### src/rtl/rv32_core_hs.sv
// Multi-cycle RV32I/RV32E core with a single valid/ready memory port.
// One instruction is in flight; the FSM state is exported on dbg_state.
module rv32_core_hs #(
  parameter logic [31:0] RESET_ADDR = 32'h0000_0000,
  parameter int          NREGS      = 32,
  parameter int          CNT_W      = 32
) (
  input  logic             clk,
  input  logic             rst,
  output logic [31:0]      mem_addr,
  input  logic [31:0]      mem_rdata,
  output logic             mem_rstrb,
  output logic [31:0]      mem_wdata,
  output logic [3:0]       mem_wstrb,
  input  logic             mem_ready,
  output logic             halted,
  output logic [1:0]       trap_cause,
  output logic [CNT_W-1:0] cycle,
  output logic [CNT_W-1:0] instret,
  output logic [2:0]       dbg_state
);

  // Handshake: a request (mem_rstrb=1 or mem_wstrb!=0) holds address, data and
  // strobes stable until the cycle mem_ready=1, which completes it.
  typedef enum logic [2:0] {
    S_RESET, S_FETCH, S_DECODE, S_EXECUTE, S_MEM, S_HALT
  } state_t;

  localparam int RW = (NREGS == 16) ? 4 : 5;
  localparam logic [CNT_W-1:0] CNT_ONE = {{(CNT_W-1){1'b0}}, 1'b1};
  localparam logic [31:0] ECALL  = 32'h0000_0073;
  localparam logic [31:0] EBREAK = 32'h0010_0073;

  state_t      state;
  logic [31:0] pc, instr;
  logic [31:0] regs [NREGS];

  logic [6:0]  opcode, f7;
  logic [4:0]  rd, rs1, rs2;
  logic [2:0]  f3;
  assign opcode = instr[6:0];
  assign rd     = instr[11:7];
  assign f3     = instr[14:12];
  assign rs1    = instr[19:15];
  assign rs2    = instr[24:20];
  assign f7     = instr[31:25];

  logic is_lui, is_auipc, is_jal, is_jalr, is_branch, is_load, is_store, is_opimm, is_op;
  assign is_lui    = (opcode == 7'b0110111);
  assign is_auipc  = (opcode == 7'b0010111);
  assign is_jal    = (opcode == 7'b1101111);
  assign is_jalr   = (opcode == 7'b1100111);
  assign is_branch = (opcode == 7'b1100011);
  assign is_load   = (opcode == 7'b0000011);
  assign is_store  = (opcode == 7'b0100011);
  assign is_opimm  = (opcode == 7'b0010011);
  assign is_op     = (opcode == 7'b0110011);

  logic op_ok, use_rd, use_rs1, use_rs2, is_sys, reg_bad;
  always_comb begin
    op_ok = 1'b0; use_rd = 1'b0; use_rs1 = 1'b0; use_rs2 = 1'b0; is_sys = 1'b0;
    case (opcode)
      7'b0110111, 7'b0010111, 7'b1101111: begin op_ok = 1'b1; use_rd = 1'b1; end
      7'b1100111: begin op_ok = (f3 == 3'b000); use_rd = 1'b1; use_rs1 = 1'b1; end
      7'b1100011: begin op_ok = (f3[2:1] != 2'b01); use_rs1 = 1'b1; use_rs2 = 1'b1; end
      7'b0000011: begin
        op_ok = (f3 != 3'b011) && (f3[2:1] != 2'b11); use_rd = 1'b1; use_rs1 = 1'b1;
      end
      7'b0100011: begin op_ok = (f3 <= 3'b010); use_rs1 = 1'b1; use_rs2 = 1'b1; end
      7'b0010011: begin
        op_ok = (f3 == 3'b001) ? (f7 == 7'b0000000) :
                (f3 == 3'b101) ? (f7 == 7'b0000000 || f7 == 7'b0100000) : 1'b1;
        use_rd = 1'b1; use_rs1 = 1'b1;
      end
      7'b0110011: begin
        op_ok = (f7 == 7'b0000000) || (f7 == 7'b0100000 && (f3 == 3'b000 || f3 == 3'b101));
        use_rd = 1'b1; use_rs1 = 1'b1; use_rs2 = 1'b1;
      end
      7'b0001111: op_ok = (f3 == 3'b000);
      7'b1110011: is_sys = (instr == ECALL) || (instr == EBREAK);
      default:    op_ok = 1'b0;
    endcase
    reg_bad = (NREGS == 16) &&
              ((use_rd && rd[4]) || (use_rs1 && rs1[4]) || (use_rs2 && rs2[4]));
  end

  logic [31:0] rs1_v, rs2_v;
  assign rs1_v = (rs1 == 5'd0) ? 32'd0 : regs[rs1[RW-1:0]];
  assign rs2_v = (rs2 == 5'd0) ? 32'd0 : regs[rs2[RW-1:0]];

  logic [31:0] imm_i, imm_s, imm_b, imm_u, imm_j;
  assign imm_i = {{20{instr[31]}}, instr[31:20]};
  assign imm_s = {{20{instr[31]}}, instr[31:25], instr[11:7]};
  assign imm_b = {{20{instr[31]}}, instr[7], instr[30:25], instr[11:8], 1'b0};
  assign imm_u = {instr[31:12], 12'd0};
  assign imm_j = {{12{instr[31]}}, instr[19:12], instr[20], instr[30:21], 1'b0};

  logic [31:0] op_b, alu;
  logic [4:0]  shamt;
  assign op_b  = is_op ? rs2_v : imm_i;
  assign shamt = op_b[4:0];
  always_comb begin
    alu = 32'd0;
    case (f3)
      3'b000: alu = (is_op && f7[5]) ? rs1_v - op_b : rs1_v + op_b;
      3'b001: alu = rs1_v << shamt;
      3'b010: alu = {31'd0, $signed(rs1_v) < $signed(op_b)};
      3'b011: alu = {31'd0, rs1_v < op_b};
      3'b100: alu = rs1_v ^ op_b;
      3'b101: alu = f7[5] ? 32'($signed(rs1_v) >>> shamt) : rs1_v >> shamt;
      3'b110: alu = rs1_v | op_b;
      default: alu = rs1_v & op_b;
    endcase
  end

  logic br_taken;
  always_comb begin
    br_taken = 1'b0;
    case (f3)
      3'b000:  br_taken = (rs1_v == rs2_v);
      3'b001:  br_taken = (rs1_v != rs2_v);
      3'b100:  br_taken = ($signed(rs1_v) < $signed(rs2_v));
      3'b101:  br_taken = ($signed(rs1_v) >= $signed(rs2_v));
      3'b110:  br_taken = (rs1_v < rs2_v);
      3'b111:  br_taken = (rs1_v >= rs2_v);
      default: br_taken = 1'b0;
    endcase
  end

  logic [31:0] target, pc_next, pc_plus4, exec_v, ls_addr, st_data, lsh, load_v;
  logic [3:0]  st_strb;
  logic        redirect, jump_misalign, ls_misalign, exec_wb, rf_we;
  assign pc_plus4      = pc + 32'd4;
  assign target        = is_jal  ? pc + imm_j :
                         is_jalr ? (rs1_v + imm_i) & ~32'd1 : pc + imm_b;
  assign redirect      = is_jal || is_jalr || (is_branch && br_taken);
  assign pc_next       = redirect ? target : pc_plus4;
  assign jump_misalign = redirect && target[1];
  assign exec_v        = is_lui ? imm_u : is_auipc ? pc + imm_u :
                         (is_jal || is_jalr) ? pc_plus4 : alu;
  assign exec_wb       = is_lui || is_auipc || is_jal || is_jalr || is_opimm || is_op;

  assign ls_addr     = rs1_v + (is_store ? imm_s : imm_i);
  assign ls_misalign = (f3[1:0] == 2'b01 && ls_addr[0]) ||
                       (f3[1:0] == 2'b10 && ls_addr[1:0] != 2'b00);
  always_comb begin
    case (f3[1:0])
      2'b00:   begin st_data = {4{rs2_v[7:0]}};  st_strb = 4'b0001 << ls_addr[1:0]; end
      2'b01:   begin st_data = {2{rs2_v[15:0]}}; st_strb = 4'b0011 << {ls_addr[1], 1'b0}; end
      default: begin st_data = rs2_v;            st_strb = 4'b1111; end
    endcase
  end

  // The load address is still on mem_addr during MEM, so it selects the lane.
  assign lsh = mem_rdata >> {mem_addr[1:0], 3'b000};
  always_comb begin
    case (f3)
      3'b000:  load_v = {{24{lsh[7]}}, lsh[7:0]};
      3'b001:  load_v = {{16{lsh[15]}}, lsh[15:0]};
      3'b100:  load_v = {24'd0, lsh[7:0]};
      3'b101:  load_v = {16'd0, lsh[15:0]};
      default: load_v = lsh;
    endcase
  end

  assign rf_we = rst && (rd != 5'd0) &&
                 ((state == S_EXECUTE && exec_wb && !jump_misalign) ||
                  (state == S_MEM && mem_ready && is_load));

  always_ff @(posedge clk) begin
    if (rf_we) regs[rd[RW-1:0]] <= (state == S_MEM) ? load_v : exec_v;
  end

  always_ff @(posedge clk) begin
    if (!rst) begin
      state      <= S_RESET;
      pc         <= RESET_ADDR;
      instr      <= 32'd0;
      mem_addr   <= RESET_ADDR;
      mem_rstrb  <= 1'b0;
      mem_wstrb  <= 4'd0;
      mem_wdata  <= 32'd0;
      halted     <= 1'b0;
      trap_cause <= 2'd0;
      cycle      <= '0;
      instret    <= '0;
    end else begin
      if (state != S_HALT) cycle <= cycle + CNT_ONE;
      case (state)
        S_RESET: begin
          mem_addr  <= pc;
          mem_rstrb <= 1'b1;
          state     <= S_FETCH;
        end
        S_FETCH: if (mem_ready) begin
          instr     <= mem_rdata;
          mem_rstrb <= 1'b0;
          state     <= S_DECODE;
        end
        S_DECODE: begin
          if (is_sys) begin
            trap_cause <= 2'd0; halted <= 1'b1; state <= S_HALT;
          end else if (!op_ok || reg_bad) begin
            trap_cause <= 2'd1; halted <= 1'b1; state <= S_HALT;
          end else begin
            state <= S_EXECUTE;
          end
        end
        S_EXECUTE: begin
          if (is_load || is_store) begin
            if (ls_misalign) begin
              trap_cause <= 2'd2; halted <= 1'b1; state <= S_HALT;
            end else begin
              mem_addr  <= ls_addr;
              mem_rstrb <= is_load;
              mem_wstrb <= is_store ? st_strb : 4'd0;
              mem_wdata <= st_data;
              state     <= S_MEM;
            end
          end else if (jump_misalign) begin
            trap_cause <= 2'd3; halted <= 1'b1; state <= S_HALT;
          end else begin
            pc        <= pc_next;
            mem_addr  <= pc_next;
            mem_rstrb <= 1'b1;
            instret   <= instret + CNT_ONE;
            state     <= S_FETCH;
          end
        end
        S_MEM: if (mem_ready) begin
          pc        <= pc_plus4;
          mem_addr  <= pc_plus4;
          mem_rstrb <= 1'b1;
          mem_wstrb <= 4'd0;
          instret   <= instret + CNT_ONE;
          state     <= S_FETCH;
        end
        S_HALT: begin
          mem_rstrb <= 1'b0;
          mem_wstrb <= 4'd0;
          halted    <= 1'b1;
        end
        default: state <= S_RESET;
      endcase
    end
  end

  assign dbg_state = state;

endmodule

### config.mk
export PLATFORM = sky130hd
export DESIGN_NAME = rv32_core_hs
export DESIGN_NICKNAME = d
export VERILOG_FILES = /design/src/rtl/rv32_core_hs.sv
export SDC_FILE = /design/constraint.sdc
export NUM_CORES = 2
export LEC_CHECK = 0
export CAP_MARGIN = 20
export CORE_MARGIN = 2
export CORE_UTILIZATION = 35
export DETAILED_ROUTE_END_ITERATION = 6
export PLACE_DENSITY_LB_ADDON = 0.12
export SYNTH_ARGS = -nofsm -noshare
export SYNTH_HDL_FRONTEND = slang
export SYNTH_SLANG_ARGS = --single-unit
### constraint.sdc
create_clock -name clk -period 17.4 [get_ports clk]
set_input_delay 1.74 -clock clk [delete_from_list [all_inputs] [get_ports clk]]
set_output_delay 1.74 -clock clk [all_outputs]
set_load 0.02 [all_outputs]
After elaboration in Yosys (flattened, before gate mapping) --
Memory sizes are Yosys's and may differ from the RTL's. A register that Yosys moved wholly into a read port is not among the register bits. Index checks and enable logic that the tools add are counted.
Storage, ports and cells: register bits 203, bits in writable memories 1024, input port bits 35, output and inout bits 139, word-level logic and storage cells 208, memories 1
Operators by class: add/subtract/negate cells 10, magnitude comparators 7, equal/unequal tests 45, shift operators 6, mux-type cells 70, bitwise gates (word level) 5, reductions and logical operators 53
Memory list:
- regs | words 32, bits a word 32, rd ports 2, clocked after Yosys merged registers in 2, wr ports 1, RTL line 36 | logic [31:0] regs [NREGS];
Operator list (number):
- 32-bit two-way mux | 20
- 32-bit one-hot mux with 7 select lines | 1
- 32-bit adder | 6
- 32-bit one-hot mux with 2 select lines | 3
- 32-bit < comparator | 4
- 32-bit one-hot mux with 4 select lines | 1
- 32-bit one-hot mux with 3 select lines | 1
- 32-bit by 1-bit adder with 32-bit output (second input constant) | 2
- 32-bit greater-or-equal comparator | 2
- 32-bit by 5-bit >> shifter with 32-bit output | 2
- 32-bit by 3-bit adder with 32-bit output (second input constant) | 1
- 32-bit bitwise AND | 1
- 32-bit by 21-bit == test with 1-bit output (second input constant) | 1
- 32-bit == test | 1
- 32-bit by 7-bit == test with 1-bit output (second input constant) | 1
- 32-bit inequality test | 1
- 32-bit OR | 1
- 32-bit by 5-bit << shifter with 32-bit output | 1
- 32-bit by 5-bit >>> shifter with 32-bit output | 1
- 32-bit subtractor | 1
- 32-bit bitwise XOR | 1
- 7-bit by 6-bit == test with 1-bit output (second input constant) | 4
- 7-bit == test (second input constant) | 4
- 5-bit two-way mux | 5
- 44 further kinds | 130

Depth between registers and ports, before layout --
word-level depth 13, depth in mapped cells 28, gate-level depth less buffers 21

Least setup slack after synthesis --
No wires, ideal clock.
path type reg2reg, from reg (tool-made name), to mem regs[0][23] (data pin), setup time 0.755 ns, arrival time 8.611 ns, data required time 16.645 ns, path slack 8.034 ns, stages on the path, launching flop included 28, path buffers 8, period minus slack after synthesis 9.366 ns, path through dfxtp_1 > buf_4 > buf_6 > buf_6 > buf_6 > clkbuf_1 > clkbuf_1 > buf_1 > mux4_2 > mux4_2 > nand2_1 > a21o_1 > o21ai_0 > ha_1 > clkbuf_1 > nor2b_1 > o21ai_0 > a21oi_1 > o21ai_0 > nor2b_1 > a311oi_1 > a21boi_0 > nor2_1 > o21ai_0 > o2bb2ai_1 > xnor2_1 > a221oi_1 > a2111oi_0
RTL lines (RTL line):
- end: declaration | 36

==> impl_metrics.csv <==
group,metric,value,unit
outcome,status,"complete, but fails checks",
outcome,violations,"design-rule violations",
timing,rsz0062_at_grt,"no",
synthesis,synth-seq-area-share,46.8,%
route,drt_wl_total,336,mm
clock_network,cts_tree,"yes",
synthesis,synthFlopType,"edfxtp_1",
die,io_pins,174,
die,core_region_area,212000,um^2
synthesis,synth_most_common_cell,"edfxtp_1",
timing,post-route-period-util,61.9,%
synthesis,synthTopCellsByCount,"edfxtp_1, mux4_2, a21oi_1",
clock_network,cts_buffers,143,
synthesis,ys_ff_latch,1237,
finish,fillers,20200,
power,ir_worst_vdd,104,uV
synthesis,ys_types,102,
clock_network,cts_buffer_depth,3,
clock_network,cts_hold_buffers,0,
placement,gp_congestion,1.07,
synthesis,avgSynthCellArea,12.1,um^2
route,drtPass1Iterations,7,
finish,multi_input_area,37800,um^2
route,wire_per_inst,36.4,um
power,p_per_area,95.5,nW/um^2
placement,dpl_worst_slack,6.72,ns
finish,layout-drive-gt1-share,19.1,%
synthesis,synth_top_area_share,41.1,%
timing,setup_tns,0,ns
clock_network,htreeDepth,4,
worst_hold_path,hold_class,"reg -> reg",
finish,finalInstanceArea,85200,um^2
clock_network,root_buffer,"clkbuf_16",
timing,slew_violations,0,
global_routing,track_usage,30.3,%
setup_path,critPathKind,"reg -> reg",
synthesis,syn_inst,6181,
synthesis,synth_compound_area_share,12.8,%
die,die_area,217000,um^2
job,maxCapViolCount,0,
global_routing,antenna_found_initial,15,
synthesis,synth_simple_gate_area_share,9.40,%
timing,fin_crit,10.78,ns
power,static-leakage-power,28.0,nW
timing,skew,0.105,ns
placement,post_dp_cell_area,80600,um^2
finish,layout-area-overhead-vs-synth,13.9,%
synthesis,synth_area_leaders,"edfxtp_1, mux4_2, dfxtp_1",
global_routing,grt_pass1_wl,462,mm
global_routing,overflow,0,
route,num_vias,58600,
synthesis,yosysTopAreaCell,"edfxtp_1",
die,start_util,35.2,%
placement,portBuffers,173,
route,viasPerCell,6.34,
synthesis,synth_area,74800,um^2
clock_network,clk_latency,0.86,ns
clock_network,cts_setup_buffers,0,
die,rows,169,
global_routing,grt_pass1_vias,56700,
route,drc_errors,13,
route,drtIter0Drc,7529,
synthesis,synth-xor-area-share,2.66,%
setup_path,cp_max_fo,86,
synthesis,async_reset_ff_share,0,%
timing,fmax,92.8,MHz
setup_path,worstPathRequired,17.83,ns
global_routing,grt_max_degree,138,
timing,tightestPinTransition,1.21,ns
clock_network,cts_resized,0,
clock_network,clkTransAtPathRegs,0.05,ns
timing,finalHoldViolCount,0,
finish,seq_area,35000,um^2
synthesis,synth_mux_area_share,20.9,%
finish,fin_nets,6563,
setup_path,worstPathArrival,11.21,ns
placement,hpwl,233,mm
synthesis,yosys.area_share.adder,3.87,%
die,die_y,466,um
route,drtAntennaViolNets,0,
timing,layout_setup_ws,6.62,ns
setup_path,setup.worst_path.start_class,"register",
synthesis,ys_warn_count,0,
synthesis,synth_top_family_by_area,"multiplexers",
die,dieWidth,466,um
timing,setup_viol,0,
setup_path,end_kind,"register",
clock_network,cts_sinks,1237,
synthesis,synth-edff-count,1024,
timing,max-slew-margin-rel,16.7,%
power breakdown:
part	internal, mW	switching [mW]
registers	3.38	0.0376
logic	0.540	1.24
clock network	1.63	1.31
total	5.55	2.58
stage by stage:
step                instances  power (mW)  hold WS [ns]  util (%)
CTS                      9231        8.14         0.458      40.1
detailed placement       8975        5.21         0.450      37.9
global route             9235        8.38         0.482      40.1
finish                   9241        8.13         0.455      40.1
global placement         8970        5.21         0.450      37.9
floorplan                6212        4.42         0.425         -
registers in the layout (all words and copies together), names as in the netlist, named ones only:
| name | flops |
|---|---|
| dbg_state | 3 |
| trap_cause | 2 |
| instr | 32 |
| instret | 32 |
| mem_wstrb | 4 |
| regs | 1024 |
| pc | 32 |
| mem_wdata | 32 |
| halted | 1 |
| cycle | 32 |
| mem_rstrb | 1 |
| mem_addr | 32 |
metal layers:
metal | vias up | GRT usage [%] | part of all wire [%]
li1 | 24400 | - | -
met1 | 30300 | 40.3 | 40
met2 | 3235 | 47.0 | 45
met3 | 731 | 5.56 | 8.4
met4 | 0 | 16.5 | 6.3
met5 | - | 0 | 0
placed cells by master, fill, tap and decap left out, types with 25 or more instances in the layout:
| cell type | n |
|---|---|
| o21bai_1 | 50 |
| o21ai_0 | 337 |
| inv_1 | 165 |
| nor3_1 | 138 |
| nand4_1 | 41 |
| clkinv_1 | 29 |
| mux2i_1 | 110 |
| mux2_2 | 27 |
| a221oi_1 | 32 |
| dfxtp_1 | 201 |
| edfxtp_1 | 1024 |
| nor2_1 | 463 |
| and3_1 | 45 |
| o221ai_1 | 26 |
| o22ai_1 | 26 |
| nand2b_1 | 25 |
| xor2_1 | 96 |
| clkbuf_16 | 145 |
| a31oi_1 | 57 |
| o211ai_1 | 39 |
| buf_4 | 223 |
| nand3_1 | 134 |
| ha_1 | 219 |
| or3_1 | 25 |
| nand2_1 | 502 |
| xnor2_1 | 131 |
| nor2b_1 | 36 |
| clkdlybuf4s50_1 | 172 |
| conb_1 | 32 |
| nor2_4 | 37 |
| mux4_2 | 631 |
| clkbuf_1 | 33 |
| and2_1 | 25 |
| a211oi_1 | 69 |
| a21oi_1 | 505 |
| o21a_1 | 30 |
| a21o_1 | 92 |
worst paths after layout:
kind	startpoint	end	slack [ns]	cells past startpoint
max reg2reg	register	regs[10][9]$_DFFE_PP_	6.62	23
min reg2reg	mem_wdata[4]$_SDFFE_PN0P_	mem_wdata[4]$_SDFFE_PN0P_	0.45	2
min	mem_wdata[4]$_SDFFE_PN0P_	mem_wdata[4]$_SDFFE_PN0P_	0.45	2
max	register	regs[10][9]$_DFFE_PP_	6.62	23
worst max-delay path: stages, from the launching register on:
cell	delay [ns]
dfxtp_4	0.42
buf_4	0.68
buf_12	0.60
buf_4	0.82
mux4_2	0.60
mux4_2	0.47
nand2_1	0.15
a21o_1	0.51
ha_1	0.25
nand4_1	0.14
nor4_1	0.48
o21ai_0	0.17
a21oi_1	0.42
a211oi_1	0.18
a21oi_4	0.19
mux2i_1	0.29
o2111ai_2	0.30
a21oi_4	0.23
buf_4	0.37
o221ai_1	0.16
a21oi_1	0.53
nand3b_1	0.74
nor2_4	0.72
buf_4	0.63
kinds of logic after synthesis:
family / Yosys count
other: 1
AO/OA/AOI/OAI: 1525
AND/OR/NAND/NOR: 1563
flip-flops: 1237
buffers and inverters: 631
adder cells (fa/ha/maj): 227
XOR/XNOR: 227
multiplexers: 770
final cells by class:
type	instances	share of cell area (%)
Tap cell	2821	4.14
Clock buffer	181	4.45
Timing Repair Buffer	403	4.15
Multi-Input combinational cell	4344	44.4
Inverter	173	0.768
Antenna cell	7	0.0206
Clock inverter	75	0.873
Sequential cell	1237	41.2
Note: power is estimated with default switching activity, not from simulation.
